### src/rtl/fusion_pkg.sv
// Shared types and widths for the fusion line packer and the DDR-side stages behind it.
package fusion_pkg;

  localparam int PIX_W        = 16;
  localparam int PIX_PER_WORD = 8;
  localparam int WORD_W       = PIX_W * PIX_PER_WORD;

  typedef enum logic [2:0] {
    WAIT_VS,
    WAIT_LINE,
    ACTIVE,
    FLUSH,
    EOL
  } pack_state_t;

endpackage

### src/rtl/fusion_out_reg.sv
// Single-entry valid/ready holding register. A word offered while the entry is
// occupied and not draining is dropped and raises the sticky ovf flag.
import fusion_pkg::*;

module fusion_out_reg #(
  parameter int W = WORD_W
) (
  input  logic         cmos1_pclk,
  input  logic         rst,
  input  logic         in_valid,
  input  logic [W-1:0] in_data,
  output logic         in_ready,
  output logic         out_valid,
  output logic [W-1:0] out_data,
  input  logic         out_ready,
  input  logic         ovf_clr,
  output logic         ovf
);

  assign in_ready = ~out_valid | out_ready;

  always_ff @(posedge cmos1_pclk or negedge rst) begin
    if (!rst) begin
      out_valid <= 1'b0;
      out_data  <= '0;
      ovf       <= 1'b0;
    end else begin
      if (in_valid && in_ready) begin
        out_valid <= 1'b1;
        out_data  <= in_data;
      end else if (out_ready) begin
        out_valid <= 1'b0;
      end
      if (ovf_clr)
        ovf <= 1'b0;
      else if (in_valid && !in_ready)
        ovf <= 1'b1;
    end
  end

endmodule

### src/rtl/fusion_line_packer.sv
// Packs the fused RGB565 stream into 128-bit frame-buffer words tagged with sof/eol.
// Build option FUSION_PACK_PAD_EN: zero-pad and emit the partial word at the end of short lines.
//
// state     | meaning
// WAIT_VS   | idle until a vsync rising edge starts a frame
// WAIT_LINE | frame open, waiting for the next href rising edge
// ACTIVE    | packing pixels into the lane register
// FLUSH     | partial padded word issued, closing the line
// EOL       | advance line_cnt, end the frame after line V_ACT-1
import fusion_pkg::*;

module fusion_line_packer #(
  parameter int H_ACT = 960,
  parameter int V_ACT = 540,
  parameter int LW    = 12
) (
  input  logic              cmos1_pclk,
  input  logic              rst,
  input  logic              fus_href,
  input  logic              fus_vsync,
  input  logic [PIX_W-1:0]  fus_data,
  output logic [WORD_W-1:0] out_data,
  output logic              out_valid,
  input  logic              out_ready,
  output logic              out_sof,
  output logic              out_eol,
  output logic [LW-1:0]     line_cnt,
  output logic              frame_done,
  output logic              ovf
);

  localparam int PW = WORD_W + 3;

  logic              href_q, href_d, vsync_q, vsync_d;
  logic [PIX_W-1:0]  data_q;
  pack_state_t       state;
  logic [2:0]        lane;
  logic [LW-1:0]     pix_cnt;
  logic [WORD_W-1:0] word_buf, cur_word;
  logic              sof_pending, eol_loaded;

  logic href_rise, href_fall, vs_rise, last_line;
  logic pix_en, full_done, flush_done;
  logic ld_valid, ld_ready, ld_eol, ld_last;
  logic [PW-1:0] ld_payload, held;
  logic out_last;

  always_ff @(posedge cmos1_pclk or negedge rst) begin
    if (!rst) begin
      href_q  <= 1'b0;
      href_d  <= 1'b0;
      vsync_q <= 1'b0;
      vsync_d <= 1'b0;
      data_q  <= '0;
    end else begin
      href_q  <= fus_href;
      href_d  <= href_q;
      vsync_q <= fus_vsync;
      vsync_d <= vsync_q;
      data_q  <= fus_data;
    end
  end

  assign href_rise = href_q & ~href_d;
  assign href_fall = ~href_q & href_d;
  assign vs_rise   = vsync_q & ~vsync_d;
  assign last_line = (line_cnt == LW'(V_ACT - 1));

  assign pix_en    = href_q && !vs_rise &&
                     ((state == ACTIVE) || (state == WAIT_LINE && href_rise));
  assign full_done = pix_en && (lane == 3'(PIX_PER_WORD - 1));

`ifdef FUSION_PACK_PAD_EN
  assign flush_done = (state == ACTIVE) && href_fall && (lane != '0) && !vs_rise;
`else
  assign flush_done = 1'b0;
`endif

  always_comb begin
    cur_word = word_buf;
    cur_word[lane*PIX_W +: PIX_W] = data_q;
  end

  // word_buf is cleared after every word, so a flushed word is already zero-filled
  assign ld_valid   = full_done | flush_done;
  assign ld_eol     = flush_done | (full_done && pix_cnt == LW'(H_ACT - 1));
  assign ld_last    = ld_eol & last_line;
  assign ld_payload = {ld_last, ld_eol, sof_pending, full_done ? cur_word : word_buf};

  fusion_out_reg #(.W(PW)) u_out_reg (
    .cmos1_pclk (cmos1_pclk),
    .rst        (rst),
    .in_valid   (ld_valid),
    .in_data    (ld_payload),
    .in_ready   (ld_ready),
    .out_valid  (out_valid),
    .out_data   (held),
    .out_ready  (out_ready),
    .ovf_clr    (vs_rise),
    .ovf        (ovf)
  );

  assign {out_last, out_eol, out_sof, out_data} = held;

  always_ff @(posedge cmos1_pclk or negedge rst) begin
    if (!rst) begin
      state       <= WAIT_VS;
      line_cnt    <= '0;
      lane        <= '0;
      pix_cnt     <= '0;
      word_buf    <= '0;
      sof_pending <= 1'b0;
      eol_loaded  <= 1'b0;
    end else if (vs_rise) begin
      state       <= WAIT_LINE;
      line_cnt    <= '0;
      lane        <= '0;
      pix_cnt     <= '0;
      word_buf    <= '0;
      sof_pending <= 1'b1;
      eol_loaded  <= 1'b0;
    end else begin
      if (ld_valid && ld_ready) begin
        sof_pending <= 1'b0;
        if (ld_eol)
          eol_loaded <= 1'b1;
      end
      if (pix_en) begin
        pix_cnt <= pix_cnt + 1'b1;
        if (full_done) begin
          lane     <= '0;
          word_buf <= '0;
        end else begin
          lane <= lane + 1'b1;
          word_buf[lane*PIX_W +: PIX_W] <= data_q;
        end
      end
      case (state)
        WAIT_VS: ;
        WAIT_LINE:
          if (href_rise) begin
            state      <= ACTIVE;
            eol_loaded <= 1'b0;
          end
        ACTIVE:
          if (href_fall) begin
            lane     <= '0;
            pix_cnt  <= '0;
            word_buf <= '0;
`ifdef FUSION_PACK_PAD_EN
            // flush word is issued on this edge so it lands two cycles after href falls
            state <= flush_done ? FLUSH : EOL;
`else
            state <= EOL;
`endif
          end
`ifdef FUSION_PACK_PAD_EN
        FLUSH: state <= EOL;
`endif
        EOL:
          if (last_line) begin
            state <= WAIT_VS;
          end else begin
            state    <= WAIT_LINE;
            line_cnt <= line_cnt + 1'b1;
          end
        default: state <= WAIT_VS;
      endcase
    end
  end

  // Normally fires on acceptance of the final eol word; the EOL-state term covers
  // a last line whose eol word was never produced or was dropped.
  always_ff @(posedge cmos1_pclk or negedge rst) begin
    if (!rst)
      frame_done <= 1'b0;
    else
      frame_done <= (out_valid && out_ready && out_last) ||
                    (state == EOL && last_line && !eol_loaded && !vs_rise);
  end

endmodule

### config.mk
export PLATFORM = sky130hd
export DESIGN_NAME = fusion_line_packer
export DESIGN_NICKNAME = d
export VERILOG_FILES = /design/src/rtl/fusion_pkg.sv /design/src/rtl/fusion_out_reg.sv /design/src/rtl/fusion_line_packer.sv
export SDC_FILE = /design/constraint.sdc
export NUM_CORES = 1
export LEC_CHECK = 0
export BUFFER_PORTS_ARGS = -buffer_cell sky130_fd_sc_hd__buf_2
export CORE_ASPECT_RATIO = 0.8
export CORE_UTILIZATION = 55
export CTS_CLUSTER_DIAMETER = 30
export CTS_CLUSTER_SIZE = 40
export DETAILED_ROUTE_END_ITERATION = 8
export PLACE_DENSITY = 0.78
export SYNTH_ARGS = -nofsm -noshare
export SYNTH_HDL_FRONTEND = slang
export SYNTH_SLANG_ARGS = --single-unit
### constraint.sdc
create_clock -name cmos1_pclk -period 7.2 [get_ports cmos1_pclk]
set_input_delay 0.36 -clock cmos1_pclk [delete_from_list [all_inputs] [get_ports cmos1_pclk]]
set_output_delay 0.36 -clock cmos1_pclk [all_outputs]
set_load 0.01 [all_outputs]
==> results.cfg, run 1 <==
[route]
wl_met1_um = 17200
dr_total_vias = 11834
routed.top_layer = met4
wl_met3_um = 3810
postRouteAntennaNets = 0
wl_per_cell_um = 21.0
viasPerCell = 6.28
firstDrtPassIters = 6
drc = 0
dr_wl_met2_um = 17600
drt-total-wl_um = 39600
first_iter_violations = 1552

[die]
die_h_um = 150
io_pins = 166
fp-row-count = 53
fp.dieArea_um2 = 28000
start_util = 0.565
design.core.area_um2 = 26600
die_w_um = 187

[timing]
max_freq_ghz = 0.238
worst_pin_slew_ns = 1.28
slew_headroom = 0.147
post-route-period-util = 0.584
skew_ns = 0.0263
hold_viol = 0
grt_setup_unrepaired = no
setup_tns_ns = 0
layout_min_cycle_time_ns = 4.21
fin_hold_ws_ns = 0.107
slew_viol_final = 0
finalSetupViolations = 0

[setup_path]
ff2ff_path_depth = 7
slowest_delay_ns = 0.99
path_cells = inv_1, ha_1, ha_1, nand2b_1, nand2b_1, o21ai_0, mux2_2
worstSetupPathType = register to register
crit_slowest_cell = nand2b_1
reg2reg_setup_slack_ns = 2.99
rr_endpoint = u_out_reg.out_data[86]
cp_max_fo = 39
reg2reg_from = lane[0]
critPathCaptureType = register
crit_arrival_ns = 4.66
cp-start-kind = register
required_ns = 7.65

[yosys]
yosys-top-cells-area = dfrtp_1, o21ai_0, buf_4
synth-seq-area-share = 0.523
synth_area_um2 = 15000
ys.flop_type = dfrtp_1
syn-instance-count = 1472
yosysWarnings = 0
yosysTopAreaCellShare = 0.523
synth-edff-count = 0
ys_ff_latch = 314
ys_async_sr_fraction = 1.00
avgSynthCellArea_um2 = 10.2
yosysTopAreaCell = dfrtp_1
synth.distinct_cells = 67
synth_nets = 1502

[global_routing]
overflow = 0
grt_pass1_wl_um = 63600
grt_max_degree = 132
grt_pass1_vias = 11366
grt_use_total = 0.286
antenna_found_initial = 0

[hold_path]
hp-class = input pin to register
whs_endpoint = frame_done
hold_start = out_ready
whs_path_depth = 3

[pwr]
power_mw = 5.04
peakVddDrop_uv = 274
power_leakage_nw = 7.97
power.density_nw_per_um2 = 294

[clock_network]
numCtsBuffers = 57
h-tree-depth = 2
cts-root-buf = clkbuf_16
cts_tree = built
ctsResizeCount = 0
clk_latency_ns = 0.57
clock_sinks = 314
clk_pin_slew_ns = 0.05
cts_buffer_depth = 3

[final_layout]
nets = 1509
final_area_um2 = 17200
drive_gt1_frac = 0.231
area_growth_pct = 14.1
num_antenna_cells = 0
utilization = 0.645

[outcome]
status = complete, no violations

[flow_run]
cap_violations = 0

[place]
routabilityCongestion = 0.894
post-dp-hpwl_um = 23400
port_buffers = 165
placed_area_um2 = 14900
-- final cells by class --
type,instances,area (µm²)
Inverter,7,26.3
Sequential cell,314,7860
Timing Repair Buffer,206,1190
Fill cell,2080,9440
Tap cell,357,447
Multi-Input combinational cell,893,5610
Clock inverter,41,470
Clock buffer,66,1550
-- routing by layer --
metal,up-vias,track usage
met5,-,0
met2,669,0.423
met1,5876,0.424
met3,76,0.0561
li1,5213,-
met4,0,0.0898
-- worst max-delay path: cells and delay by family (launching register included) --
| kind | cells | cell delay (ns) |
|---|---|---|
| buffers and inverters | 1 | 0.17 |
| AO/OA/AOI/OAI | 1 | 0.30 |
| AND/OR/NAND/NOR | 2 | 1.60 |
| multiplexers | 1 | 0.33 |
| adder cells (fa/ha/maj) | 2 | 0.97 |
| flip-flops | 1 | 0.71 |
-- sequential cells by signal (all words and copies together) (netlist names), 3 cells and up --
signal	flops
u_out_reg.out_data	131
word_buf	128
data_q	16
line_cnt	12
pix_cnt	12
lane	3
state	3
-- synthesized netlist by cell type (31+ instances only) --
cell	n
a21oi_1	84
nor2_1	36
mux2i_1	34
a22oi_1	63
o21ai_0	290
nand2_1	75
nand3_1	56
dfrtp_1	314
buf_2	31
a22o_1	37
buf_4	135
clkbuf_1	81
mux2_2	36
-- layout by cell type, fill, tap and decap left out, types with 9 or more instances in the layout --
cell	count
nor2_1	35
dfrtp_1	314
dlygate4sd3_1	19
ha_1	9
o21ai_1	17
a32o_1	15
buf_2	164
clkinv_4	10
clkbuf_16	59
a22o_1	37
buf_4	22
nand2b_1	11
a21oi_1	84
mux2_2	36
a22oi_1	63
mux2i_1	34
or3_1	15
nand3_1	55
o21ai_0	290
nand2_1	74
-- worst max-delay path by stage --
stage	cells after the start	start	endpoint	slack, ns
2_1_floorplan	11	lane[0]	u_out_reg.out_data[66]	4.34
6_report	7	lane[0]	u_out_reg.out_data[86]	2.99
3_3_place_gp	8	lane[0]	word_buf[24]	3.34
5_1_grt	7	lane[0]	u_out_reg.out_data[86]	2.70
4_1_cts	8	lane[0]	word_buf[22]	3.13
3_5_place_dp	8	lane[0]	word_buf[22]	3.17
-- timing repair --
action / 4_1_cts / 5_1_grt
endpoints found under the hold margin: 120 / 0
buffers inserted: 0 / 0
hold buffers: 19 / 0
-- logic make-up after synthesis --
group	count (synthesis)	share of synthesized area
compound gates	540	0.215
flops	314	0.523
buf+inv	265	0.106
simple gates	259	0.0895
mux	73	0.0518
xor+xnor	12	0.00699
fa+ha+maj	9	0.00749
-- power breakdown --
part / leakage [nW] / internal (mW) / switching [mW]
Sequential: 4.33 / 1.79 / 0.0550
Combinational: 2.67 / 0.115 / 0.301
Clock: 0.976 / 1.81 / 0.962
Total: 7.97 / 3.72 / 1.32
-- metrics by stage --
stage / cells / setup slack, ns
final: 1884 / 2.99
after global routing: 1884 / 2.70
after CTS: 1884 / 3.13
after detailed placement: 1758 / 3.17
after global placement: 1758 / 3.34
after floorplan: 1472 / 4.34
Power figures use the tool's default switching activity.
==> inputs of run 2 (changes only) <==
- clock period: 7.2 -> 4.2 ns (I/O delays scaled with it)
==> run 2 against run 1 <==
Count of clock-buffer cells in the layout shrank 9. Clock skew shrank 0.0066 ns. Utilization shrank 0.14 points. Register-to-register slack lost 2.3 ns. Fmax grew 20%. Flip-flop and latch count is the same. Combinational power grew 77%. Highest routed layer unchanged.
==> results.cfg, run 2 (synthesis results as in run 1) <==
[pwr]
peakVddDrop_uv = 395
power.density_nw_per_um2 = 489
power_mw = 8.37
power_leakage_nw = 7.96

[die]
fp-row-count = 53
die_w_um = 187
design.core.area_um2 = 26600
start_util = 0.565
io_pins = 166
die_h_um = 150
fp.dieArea_um2 = 28000

[clock_network]
clock_sinks = 314
clk_latency_ns = 0.56
clk_pin_slew_ns = 0.06
cts_tree = built
h-tree-depth = 2
cts_buffer_depth = 3
cts-root-buf = clkbuf_16
numCtsBuffers = 51

[route]
drt-total-wl_um = 39600
wl_per_cell_um = 21.0
dr_total_vias = 11803
drc = 0
viasPerCell = 6.27
postRouteAntennaNets = 0
firstDrtPassIters = 7
first_iter_violations = 1334

[setup_path]
crit_slowest_cell = nand2b_1
slowest_delay_ns = 0.87
crit_arrival_ns = 3.95
required_ns = 4.63
critPathCaptureType = register
critPathBufInv = 2
cp_max_fo = 35
cp-start-kind = register
crit_family = simple AND/OR/NAND/NOR gates
worstSetupPathType = register to register
path_cells = inv_1, ha_1, ha_1, nand2b_1, nand2b_1, buf_4, o21ai_0, mux2_1

[timing]
layout_min_cycle_time_ns = 3.52
max_freq_ghz = 0.284
hold_viol = 0
setup_tns_ns = 0
skew_ns = 0.0196
slew_headroom = 0.261
finalSetupViolations = 0
worst_pin_slew_ns = 1.10
grt_setup_unrepaired = no
post-route-period-util = 0.837
slew_viol_final = 0

[final_layout]
largest-register = u_out_reg.out_data
largest_register_ffs = 131
final_cells = 1882
area_growth_pct = 13.9
num_antenna_cells = 0
nets = 1513
final_common_cell = dfrtp_1
layout_common_cells = dfrtp_1, o21ai_0, buf_2
top_regs = u_out_reg.out_data (131), word_buf (128), data_q (16)
drive_gt1_frac = 0.230

[global_routing]
grt_use_total = 0.282
grt_max_degree = 116
overflow = 0
grt_pass1_wl_um = 62300
grt_pass1_vias = 11164
antenna_found_initial = 0

[place]
port_buffers = 165
routabilityCongestion = 0.872
dpl.cell_count = 1767
post-dp-hpwl_um = 24000

[outcome]
status = complete, no violations

[hold_path]
hp-class = input pin to register

[flow_run]
cap_violations = 0
-- run 2: cell types whose count changed in the layout (fill, tap and decap cells not counted) --
cell           change
buf_12             +5
buf_4              +4
bufinv_16          +2
clkbuf_16          -8
clkbuf_8           -1
clkinv_2           -4
clkinv_4           -4
clkinvlp_4         -2
dlygate4sd3_1      +1
inv_6              +4
inv_8              +1
-- run 2: area by class of cell --
cell class | instances | area [µm²]
clock buffers | 57 | 1340
clock inverters | 38 | 507
fillers | 2148 | 9470
inverters | 7 | 26.3
multi-input cells | 893 | 5610
flip-flops and latches | 314 | 7860
well taps | 357 | 447
repair buffers | 216 | 1330
-- run 2: final timing paths --
path | from | endpoint | slack, ns | cells after the start
min in group asynchronous | rst | word_buf[15] | 0.37 | 2
setup reg to reg | lane[0] | u_out_reg.out_data[88] | 0.68 | 8
hold reg to reg | vsync_q | vsync_d | 0.41 | 0
hold / removal | fus_data[0] | data_q[0] | 0.29 | 2
max in group asynchronous | rst | u_out_reg.out_data[55] | 2.80 | 3
setup / recovery | lane[0] | u_out_reg.out_data[88] | 0.68 | 8
-- run 2: repair_timing --
item,in CTS,in global routing
endpoints found under the hold margin,132,0
hold buffers,20,0
gates resized for setup,0,0
setup buffers,0,0
-- run 2: layer usage --
metal,GRT usage,vias up,share of wire
met5,0,-,0
met4,0.0955,0,0.029
met3,0.0654,79,0.088
met2,0.418,620,0.44
met1,0.408,5876,0.44
li1,-,5228,-
-- run 2: report_power, final --
part / total (mW) / switching [mW] / internal, mW
Combinational: 0.736 / 0.514 / 0.222
Sequential: 3.17 / 0.0963 / 3.07
Clock: 4.47 / 1.58 / 2.89
Total: 8.37 / 2.19 / 6.19
-- run 2: stage by stage --
| step | worst slack [ns] | hold slack [ns] | area [µm²] | utilization |
|---|---|---|---|---|
| 3_3_place_gp | 0.874 | 0.319 | 15100 | 0.567 |
| 3_5_place_dp | 0.747 | 0.319 | 15100 | 0.567 |
| 2_1_floorplan | 1.34 | -0.0856 | 15000 | - |
| 4_1_cts | 0.744 | 0.282 | 17100 | 0.644 |
| 6_report | 0.683 | 0.293 | 17100 | 0.644 |
| 5_1_grt | 0.404 | 0.291 | 17100 | 0.644 |
==> inputs of run 3 (changes only) <==
- clock period: 4.2 -> 3.44 ns (I/O delays scaled with it)
==> run 3 against run 2 <==
Utilization decreased by 0.47 points. Flip-flop and latch count unchanged. Worst setup slack got worse by 0.29 ns. Register-to-register slack got worse by 0.29 ns. Clock power increased by 11%. Count of clock-buffer cells in the layout unchanged. Clock skew decreased by 0.0045 ns. Routed wire length decreased by 1.1%. Largest cell class unchanged. Largest power group unchanged.
==> results.cfg, run 3 (synthesis results as in run 1) <==
[die]
start_util = 0.565
fp.dieArea_um2 = 28000
io_pins = 166
fp-row-count = 53
die_w_um = 187
design.core.area_um2 = 26600
die_h_um = 150

[global_routing]
grt_pass1_wl_um = 62400
antenna_found_initial = 1
grt_max_degree = 97
grt_use_total = 0.281
overflow = 0
grt_pass1_vias = 11311

[timing]
slew_headroom = 0.293
layout_min_cycle_time_ns = 3.05
setup_tns_ns = 0
fin_hold_ws_ns = 0.273
max_freq_ghz = 0.328
post-route-period-util = 0.887
slew_viol_final = 0
worst_pin_slew_ns = 1.05
finalSetupViolations = 0
hold_viol = 0
grt_setup_unrepaired = no
skew_ns = 0.0152

[route]
postRouteAntennaNets = 0
viasPerCell = 6.28
drt-total-wl_um = 39100
wl_per_cell_um = 20.8
firstDrtPassIters = 5
dr_total_vias = 11830
drc = 0
first_iter_violations = 1407

[clock_network]
cts_buffer_depth = 3
clk_latency_ns = 0.54
cts_tree = built
h-tree-depth = 2
clk_pin_slew_ns = 0.05
clock_sinks = 314
cts-root-buf = clkbuf_16
numCtsBuffers = 47

[place]
port_buffers = 165
routabilityCongestion = 0.880
placed_area_um2 = 15100
post-dp-hpwl_um = 23800

[final_layout]
largest_register_ffs = 131
largest-register = u_out_reg.out_data
nFillCells = 2130
top_regs = u_out_reg.out_data (131), word_buf (128), data_q (16)
layout_common_cells = dfrtp_1, o21ai_0, buf_2
num_antenna_cells = 0
final_area_um2 = 17000
final_common_cell = dfrtp_1
nets = 1520
drive_gt1_frac = 0.228
area_growth_pct = 13.0

[setup_path]
critPathCaptureType = register
slowest_delay_ns = 0.64
cp-start-kind = register
crit_top_cell = ha_1
path_cells = inv_1, ha_1, ha_1, or4b_2, or2_1, buf_4, mux2i_1, o21ai_0
required_ns = 3.88
cp_max_fo = 32
crit_slowest_cell = or4b_2
worstSetupPathType = register to register
crit_arrival_ns = 3.49
ff2ff_path_depth = 8

[hold_path]
hp-class = input pin to async pin

[flow_run]
cap_violations = 0

[pwr]
power_mw = 9.72
peakVddDrop_uv = 465
power.density_nw_per_um2 = 572
power_leakage_nw = 7.92

[outcome]
status = complete, no violations
run 3: where the power goes:
group	internal (mW)	total (mW)	switching, mW	leakage [nW]
Clock	3.23	4.96	1.73	0.802
Sequential	3.75	3.86	0.105	4.33
Combinational	0.281	0.909	0.627	2.79
run 3: critical path, delay by kind of cell, from the launching register on:
kind / cells / cell delay (ns)
DFF: 1 / 0.55
muxes: 1 / 0.17
buffers and inverters: 2 / 0.37
adders and majority gates: 2 / 0.79
and+or+nand+nor: 2 / 0.86
AOI/OAI and AO/OA: 1 / 0.21
run 3: final timing paths:
| kind | from | end | slack, ns |
|---|---|---|---|
| max | lane[1] | u_out_reg.out_data[73] | 0.39 |
| min | rst | u_out_reg.out_data[13] | 0.27 |
| max reg2reg | lane[1] | u_out_reg.out_data[73] | 0.39 |
| min reg2reg | vsync_q | vsync_d | 0.40 |
| max in group asynchronous | rst | u_out_reg.out_data[85] | 2.24 |
| min in group cmos1_pclk | fus_data[3] | data_q[3] | 0.28 |
run 3: area by class of cell:
class                   count  area [µm²]  share of cell area
multi-input cells         893        5610               0.330
clock buffers              57        1260              0.0744
clock inverters            28         388              0.0228
inverters                   7        26.3             0.00155
well taps                 357         447              0.0263
repair buffers            227        1400              0.0825
flip-flops and latches    314        7860               0.462
run 3: repair_timing:
action                    in CTS  in global routing
resized for setup              0                  0
hold buffers                  20                  0
buffers inserted               0                  0
hold endpoints to repair     105                  0
run 3: through the flow:
stage	instances	setup WS (ns)	util
5_1_grt	1883	0.183	0.639
3_5_place_dp	1778	0.457	0.569
6_report	1883	0.389	0.639
2_1_floorplan	1472	0.580	-
4_1_cts	1883	0.429	0.639
3_3_place_gp	1778	0.529	0.569
run 3: layer usage:
metal,vias to the layer above,global-route usage,part of all wire
met3,56,0.0539,0.096
met5,-,0,0
li1,5227,-,-
met4,0,0.0902,0.022
met1,5925,0.410,0.43
met2,622,0.425,0.45
